$ cat src/rtl/silife_max7219_chain.sv
// Streams one frame of row data onto a MAX7219 daisy chain. Before the rows it sends
// an optional init sequence and an optional intensity update.
module silife_max7219_chain #(
  parameter int NUM_DEVICES = 4,
  parameter int CLK_DIV     = 2
) (
  input  logic                     clk,
  input  logic                     reset,
  input  logic                     enable,
  input  logic                     start,
  input  logic                     reinit,
  input  logic [3:0]               intensity,
  output logic [2:0]               row_addr,
  input  logic [NUM_DEVICES*8-1:0] row_data,
  output logic                     busy,
  output logic                     frame_done,
  output logic                     max7219_cs,
  output logic                     max7219_sck,
  output logic                     max7219_mosi
);

  localparam int W  = NUM_DEVICES * 16;
  localparam int BW = $clog2(W);
  localparam int DW = (CLK_DIV > 1) ? $clog2(CLK_DIV) : 1;
  localparam int GW = $clog2(2 * CLK_DIV);

  // Job index: 0..4 are the init words, 4 alone is the intensity update, 5..12 are rows 0..7.
  localparam logic [3:0] JOB_INT  = 4'd4;
  localparam logic [3:0] JOB_ROW0 = 4'd5;
  localparam logic [3:0] JOB_LAST = 4'd12;

  typedef enum logic [2:0] {IDLE, LOAD, FETCH, SHIFT, GAP} state_e;

  state_e          state_q, state_d;
  logic [3:0]      job_q, job_d;
  logic [BW-1:0]   bit_q, bit_d;
  logic [DW-1:0]   div_q, div_d;
  logic            phase_q, phase_d;
  logic [GW-1:0]   gap_q, gap_d;
  logic [W-1:0]    shift_q, shift_d;
  logic [3:0]      cur_int_q, cur_int_d;
  logic [3:0]      last_int_q, last_int_d;
  logic            init_needed_q, init_needed_d;
  logic            abort_q, abort_d;
  logic            busy_q, busy_d;
  logic            frame_done_q, frame_done_d;
  logic [2:0]      row_addr_q, row_addr_d;
  logic            cs_q, cs_d;
  logic            sck_q, sck_d;
  logic            mosi_q, mosi_d;

  function automatic logic [15:0] cfg_word(input logic [3:0] job, input logic [3:0] cur);
    case (job)
      4'd0:    cfg_word = 16'h0C01;
      4'd1:    cfg_word = 16'h0B07;
      4'd2:    cfg_word = 16'h0900;
      4'd3:    cfg_word = 16'h0F00;
      default: cfg_word = {8'h0A, 4'h0, cur};
    endcase
  endfunction

  always_ff @(posedge clk or posedge reset) begin
    if (reset) begin
      state_q       <= IDLE;
      job_q         <= '0;
      bit_q         <= '0;
      div_q         <= '0;
      phase_q       <= 1'b0;
      gap_q         <= '0;
      // NOTE: the shift register is small, so it is reset too; this keeps the pads deterministic.
      shift_q       <= '0;
      cur_int_q     <= '0;
      last_int_q    <= '0;
      init_needed_q <= 1'b1;
      abort_q       <= 1'b0;
      busy_q        <= 1'b0;
      frame_done_q  <= 1'b0;
      row_addr_q    <= '0;
      cs_q          <= 1'b1;
      sck_q         <= 1'b0;
      mosi_q        <= 1'b0;
    end else begin
      state_q       <= state_d;
      job_q         <= job_d;
      bit_q         <= bit_d;
      div_q         <= div_d;
      phase_q       <= phase_d;
      gap_q         <= gap_d;
      shift_q       <= shift_d;
      cur_int_q     <= cur_int_d;
      last_int_q    <= last_int_d;
      init_needed_q <= init_needed_d;
      abort_q       <= abort_d;
      busy_q        <= busy_d;
      frame_done_q  <= frame_done_d;
      row_addr_q    <= row_addr_d;
      cs_q          <= cs_d;
      sck_q         <= sck_d;
      mosi_q        <= mosi_d;
    end
  end

  always_comb begin
    // NOTE: every target gets a default first, so no path through this block infers a latch.
    state_d       = state_q;
    job_d         = job_q;
    bit_d         = bit_q;
    div_d         = div_q;
    phase_d       = phase_q;
    gap_d         = gap_q;
    shift_d       = shift_q;
    cur_int_d     = cur_int_q;
    last_int_d    = last_int_q;
    init_needed_d = init_needed_q;
    abort_d       = abort_q | (busy_q & ~enable);
    busy_d        = busy_q;
    frame_done_d  = 1'b0;
    row_addr_d    = row_addr_q;

    case (state_q)
      IDLE: begin
        if (start && enable && !busy_q) begin
          busy_d    = 1'b1;
          cur_int_d = intensity;
          abort_d   = 1'b0;
          state_d   = LOAD;
          if (init_needed_q) begin
            job_d         = 4'd0;
            init_needed_d = 1'b0;
          end else if (intensity != last_int_q) begin
            job_d = JOB_INT;
          end else begin
            job_d = JOB_ROW0;
          end
        end
      end
      LOAD: state_d = FETCH;
      FETCH: begin
        state_d = SHIFT;
        bit_d   = '0;
        div_d   = '0;
        phase_d = 1'b0;
        for (int d = 0; d < NUM_DEVICES; d++) begin
          if (job_q >= JOB_ROW0)
            shift_d[16*d +: 16] = {4'h0, {1'b0, row_addr_q} + 4'd1, row_data[8*d +: 8]};
          else
            shift_d[16*d +: 16] = cfg_word(job_q, cur_int_q);
        end
      end
      SHIFT: begin
        if (div_q == DW'(CLK_DIV - 1)) begin
          div_d = '0;
          if (!phase_q) begin
            phase_d = 1'b1;
          end else begin
            phase_d = 1'b0;
            shift_d = {shift_q[W-2:0], 1'b0};
            if (bit_q == BW'(W - 1)) begin
              state_d = GAP;
              gap_d   = '0;
            end else begin
              bit_d = bit_q + 1'b1;
            end
          end
        end else begin
          div_d = div_q + 1'b1;
        end
      end
      GAP: begin
        if (gap_q == GW'(2 * CLK_DIV - 1)) begin
          gap_d = '0;
          if (abort_q || !enable) begin
            state_d = IDLE;
            busy_d  = 1'b0;
          end else if (job_q == JOB_LAST) begin
            state_d      = IDLE;
            busy_d       = 1'b0;
            frame_done_d = 1'b1;
            last_int_d   = cur_int_q;
          end else begin
            state_d = LOAD;
            job_d   = job_q + 4'd1;
          end
        end else begin
          gap_d = gap_q + 1'b1;
        end
      end
      default: state_d = IDLE;
    endcase

    // The address is valid throughout LOAD, so a synchronous-read memory returns the row during FETCH.
    if (state_d == LOAD && job_d >= JOB_ROW0)
      row_addr_d = 3'(job_d - JOB_ROW0);

    // A reinit in the same cycle as an accepted start is kept for the following frame.
    if (reinit)
      init_needed_d = 1'b1;
  end

  // Pad values are derived from the next state, so the pins come straight from flops.
  always_comb begin
    cs_d   = (state_d != SHIFT);
    sck_d  = (state_d == SHIFT) && phase_d;
    mosi_d = (state_d == SHIFT) && shift_d[W-1];
  end

  assign row_addr     = row_addr_q;
  assign busy         = busy_q;
  assign frame_done   = frame_done_q;
  assign max7219_cs   = cs_q;
  assign max7219_sck  = sck_q;
  assign max7219_mosi = mosi_q;

endmodule

$ cat config.mk
export PLATFORM = sky130hd
export DESIGN_NAME = silife_max7219_chain
export DESIGN_NICKNAME = d
export VERILOG_FILES = /design/src/rtl/silife_max7219_chain.sv
export SDC_FILE = /design/constraint.sdc
export NUM_CORES = 1
export LEC_CHECK = 0
export BUFFER_PORTS_ARGS = -buffer_cell sky130_fd_sc_hd__buf_2
export CORE_ASPECT_RATIO = 1.75
export CORE_MARGIN = 4
export CORE_UTILIZATION = 30
export CTS_BUF_LIST = sky130_fd_sc_hd__clkbuf_8
export DETAILED_ROUTE_END_ITERATION = 16
export GPL_TIMING_DRIVEN = 1
export PLACE_DENSITY = 0.57
export SYNTH_ARGS = -nofsm -noshare
export SYNTH_HDL_FRONTEND = slang
export SYNTH_SLANG_ARGS = --single-unit
$ cat constraint.sdc
create_clock -name clk -period 6.65 [get_ports clk]
set_input_delay 0.3325 -clock clk [delete_from_list [all_inputs] [get_ports clk]]
set_output_delay 0.3325 -clock clk [all_outputs]
set_load 0.05 [all_outputs]
==> flow_summary.ini <==
[global_route]
overflow = 0
grt_max_degree = 73
grtUsageTotal_pct = 12.72
grt_pass1_vias = 3513
antenna_found_initial = 0
grt_pass1_wl_um = 17410

[die]
start_util_pct = 30.79
rows = 59
dieArea_mm2 = 0.01742
coreArea_mm2 = 0.01491
die_w_um = 101.5
die_y_um = 171.6
design.portCount = 49

[setup_path]
crit_arrival_ns = 3.01
crit_fanout = 6
critPathKind = flip-flop to flip-flop
startpoint_type = flip-flop
cp-end-kind = flip-flop
required_ns = 6.91
ff2ff_setup_slack_ns = 3.90

[logic_synthesis]
syn-instance-count = 438
netlist-cell-type-count = 58
syn-num-nets = 489
yosysWarnings = 0
yosys.area.top_type = dfrtp_1
ys_ff_latch = 99
yosysTopAreaCellShare_pct = 52.88
yosysSeqAreaShare_pct = 54.02
synth-edff-count = 0
synth-async-reset-ratio_pct = 100.0
synthFlopType = dfrtp_1
synth_area_leaders = dfrtp_1 (53%), nand2_1 (3.8%), a222oi_1 (3.5%)
netlist_area_mm2 = 0.004591
syn_area_per_cell_um2 = 10.48

[detailed_routing]
drc = 0
drt_iter0_markers = 205
ant_nets = 0
routed_wl_um = 10570
via_count = 3439
first_pass_iters = 6
wl_per_cell_um = 15.90
via_per_inst = 5.171

[timing]
hold_violations = 0
fmax_ghz = 0.3639
post-route-min-period_ns = 2.748
grt_setup_unrepaired = false
slew-limit-headroom_pct = 26.04
min_period_over_period_pct = 41.32
finalClockSkew_ns = 0.01325
setup_tns_ns = 0
tightest_slew_ns = 1.109
finalSetupViolations = 0
finalMaxSlewViolations = 0

[cts]
clock_path_buffers = 2
clk_pin_slew_worst_paths_ns = 0.10
cts.sinks = 99
ctsHoldBuffers = 1
cts-resized-gates = 0
cts_tree = yes
clock_latency_ns = 0.37
cts_root_buffer = clkbuf_8
cts_setup_buffers = 0
cts_buffers = 9
htree_levels = 3

[pwr]
ir_drop_uv = 83.12
combPwrFrac_pct = 3.0
power.density_mw_per_mm2 = 201.0
pwr-share-seq_pct = 58.1
leakagePower_nw = 2.472
p_int_mw = 0.7960
p_sw_share_pct = 23.56
power.switching_mw = 0.2453
clkPwrFrac_pct = 38.9

[layout]
fillers = 1539
syn2layout_area_growth_pct = 12.86
layout_common_cells = dfrtp_1 (97), buf_2 (48), nand2_1 (47)
nets = 528
drive_gt1_share_pct = 17.63
antennaDiodeCount = 0
instances_no_fill = 665
final_common_cell = dfrtp_1

[outcome]
outcome = completed

[place]
hpwl_um = 7600
place_inst = 648
numPortBuffers = 48
place_congestion = 0.8553

[job]
cap_viol_max_count = 0

[hold_path]
min_path_type = input pin to flip-flop
power by group through the flow:
stage | Combinational (mW) | Sequential [mW] | Clock [mW]
after floorplan | 0.0139 | 0.616 | 0
after global placement | 0.0319 | 0.617 | 0
after detailed placement | 0.0325 | 0.617 | 0
after CTS | 0.0330 | 0.605 | 0.421
after global routing | 0.0367 | 0.605 | 0.448
final | 0.0315 | 0.605 | 0.405
area by class of cell:
cell class / count / area, um^2 / share of cell area, %
Sequential cell: 99 / 2480 / 47.86
Tap cell: 183 / 229.0 / 4.419
Clock inverter: 7 / 83.83 / 1.618
Timing Repair Buffer: 52 / 272.8 / 5.264
Clock buffer: 9 / 123.9 / 2.391
Inverter: 30 / 115.1 / 2.222
Multi-Input combinational cell: 285 / 1877 / 36.22
sequential cells by signal (all words and copies together) (netlist names):
name / count
cur_int_q: 4
abort_q: 1
div_q: 1
job_q: 4
max7219_cs: 1
shift_q: 64
frame_done: 1
busy: 1
state_q: 3
phase_q: 1
max7219_sck: 1
max7219_mosi: 1
gap_q: 2
last_int_q: 4
bit_q: 6
row_addr: 3
init_needed_q: 1
cells in the mapped netlist, types with 8 or more instances:
cell type  count
dfrtp_1       97
nand2_1       47
nor2_1        37
inv_1         29
a21oi_1       26
o21ai_0       21
a222oi_1      16
a22o_1        16
a22oi_1       11
ha_1          10
buf_2          9
clkbuf_1       9
nand3_1        9
a221o_1        8
xnor2_1        8
kinds of logic after synthesis:
family | Yosys count | share of synthesized area, %
and+or+nand+nor | 132 | 13.95
muxes | 6 | 1.472
AOI/OAI and AO/OA | 128 | 20.88
buffers and inverters | 54 | 5.233
DFF | 99 | 54.02
xor gates and xnor gates | 9 | 1.717
adders and majority gates | 10 | 2.726
layer usage:
metal | vias to the layer above | routed length (um) | global-route usage (%)
met3 | 18 | 373 | 2.557
met1 | 1684 | 4553 | 15.76
met4 | 0 | 282 | 5.787
li1 | 1662 | - | -
met2 | 75 | 5362 | 21.15
met5 | - | 0 | 0
worst paths after layout:
path / from / depth (start not counted) / endpoint
max: job_q[0]$_DFF_PP0_ / 11 / row_addr[0]$_DFFE_PP0P_
min: reinit / 2 / init_needed_q$_DFFE_PP1P_
max reg2reg: job_q[0]$_DFF_PP0_ / 11 / row_addr[0]$_DFFE_PP0P_
min reg2reg: shift_q[7]$_DFFE_PP0P_ / 2 / shift_q[7]$_DFFE_PP0P_
max in group asynchronous: reset / 4 / shift_q[36]$_DFFE_PP0P_
min in group asynchronous: reset / 3 / row_addr[0]$_DFFE_PP0P_
worst max-delay path, cell delays in order, from the launching register on:
cell and delay, ns:
dfrtp_1 0.46, inv_1 0.12, ha_1 0.28, and3_1 0.22
o32ai_4 0.30, a21oi_1 0.11, a21oi_1 0.23, inv_1 0.12
ha_1 0.22, o21ai_1 0.16, o22ai_2 0.11, mux2_1 0.33
per-stage QoR:
step	total power, mW	hold WS (ns)	utilization (%)	area (um^2)	setup slack (ns)
CTS	1.059	0.1214	34.75	5181	3.913
global placement	0.6487	0.3364	33.29	4964	4.050
detailed placement	0.6493	0.3404	33.29	4964	3.920
global route	1.091	0.1331	34.75	5181	3.715
finish	1.041	0.1400	34.75	5181	3.902
floorplan	0.6301	0.4258	-	4591	3.730
Note: power is estimated with default switching activity, not from simulation.
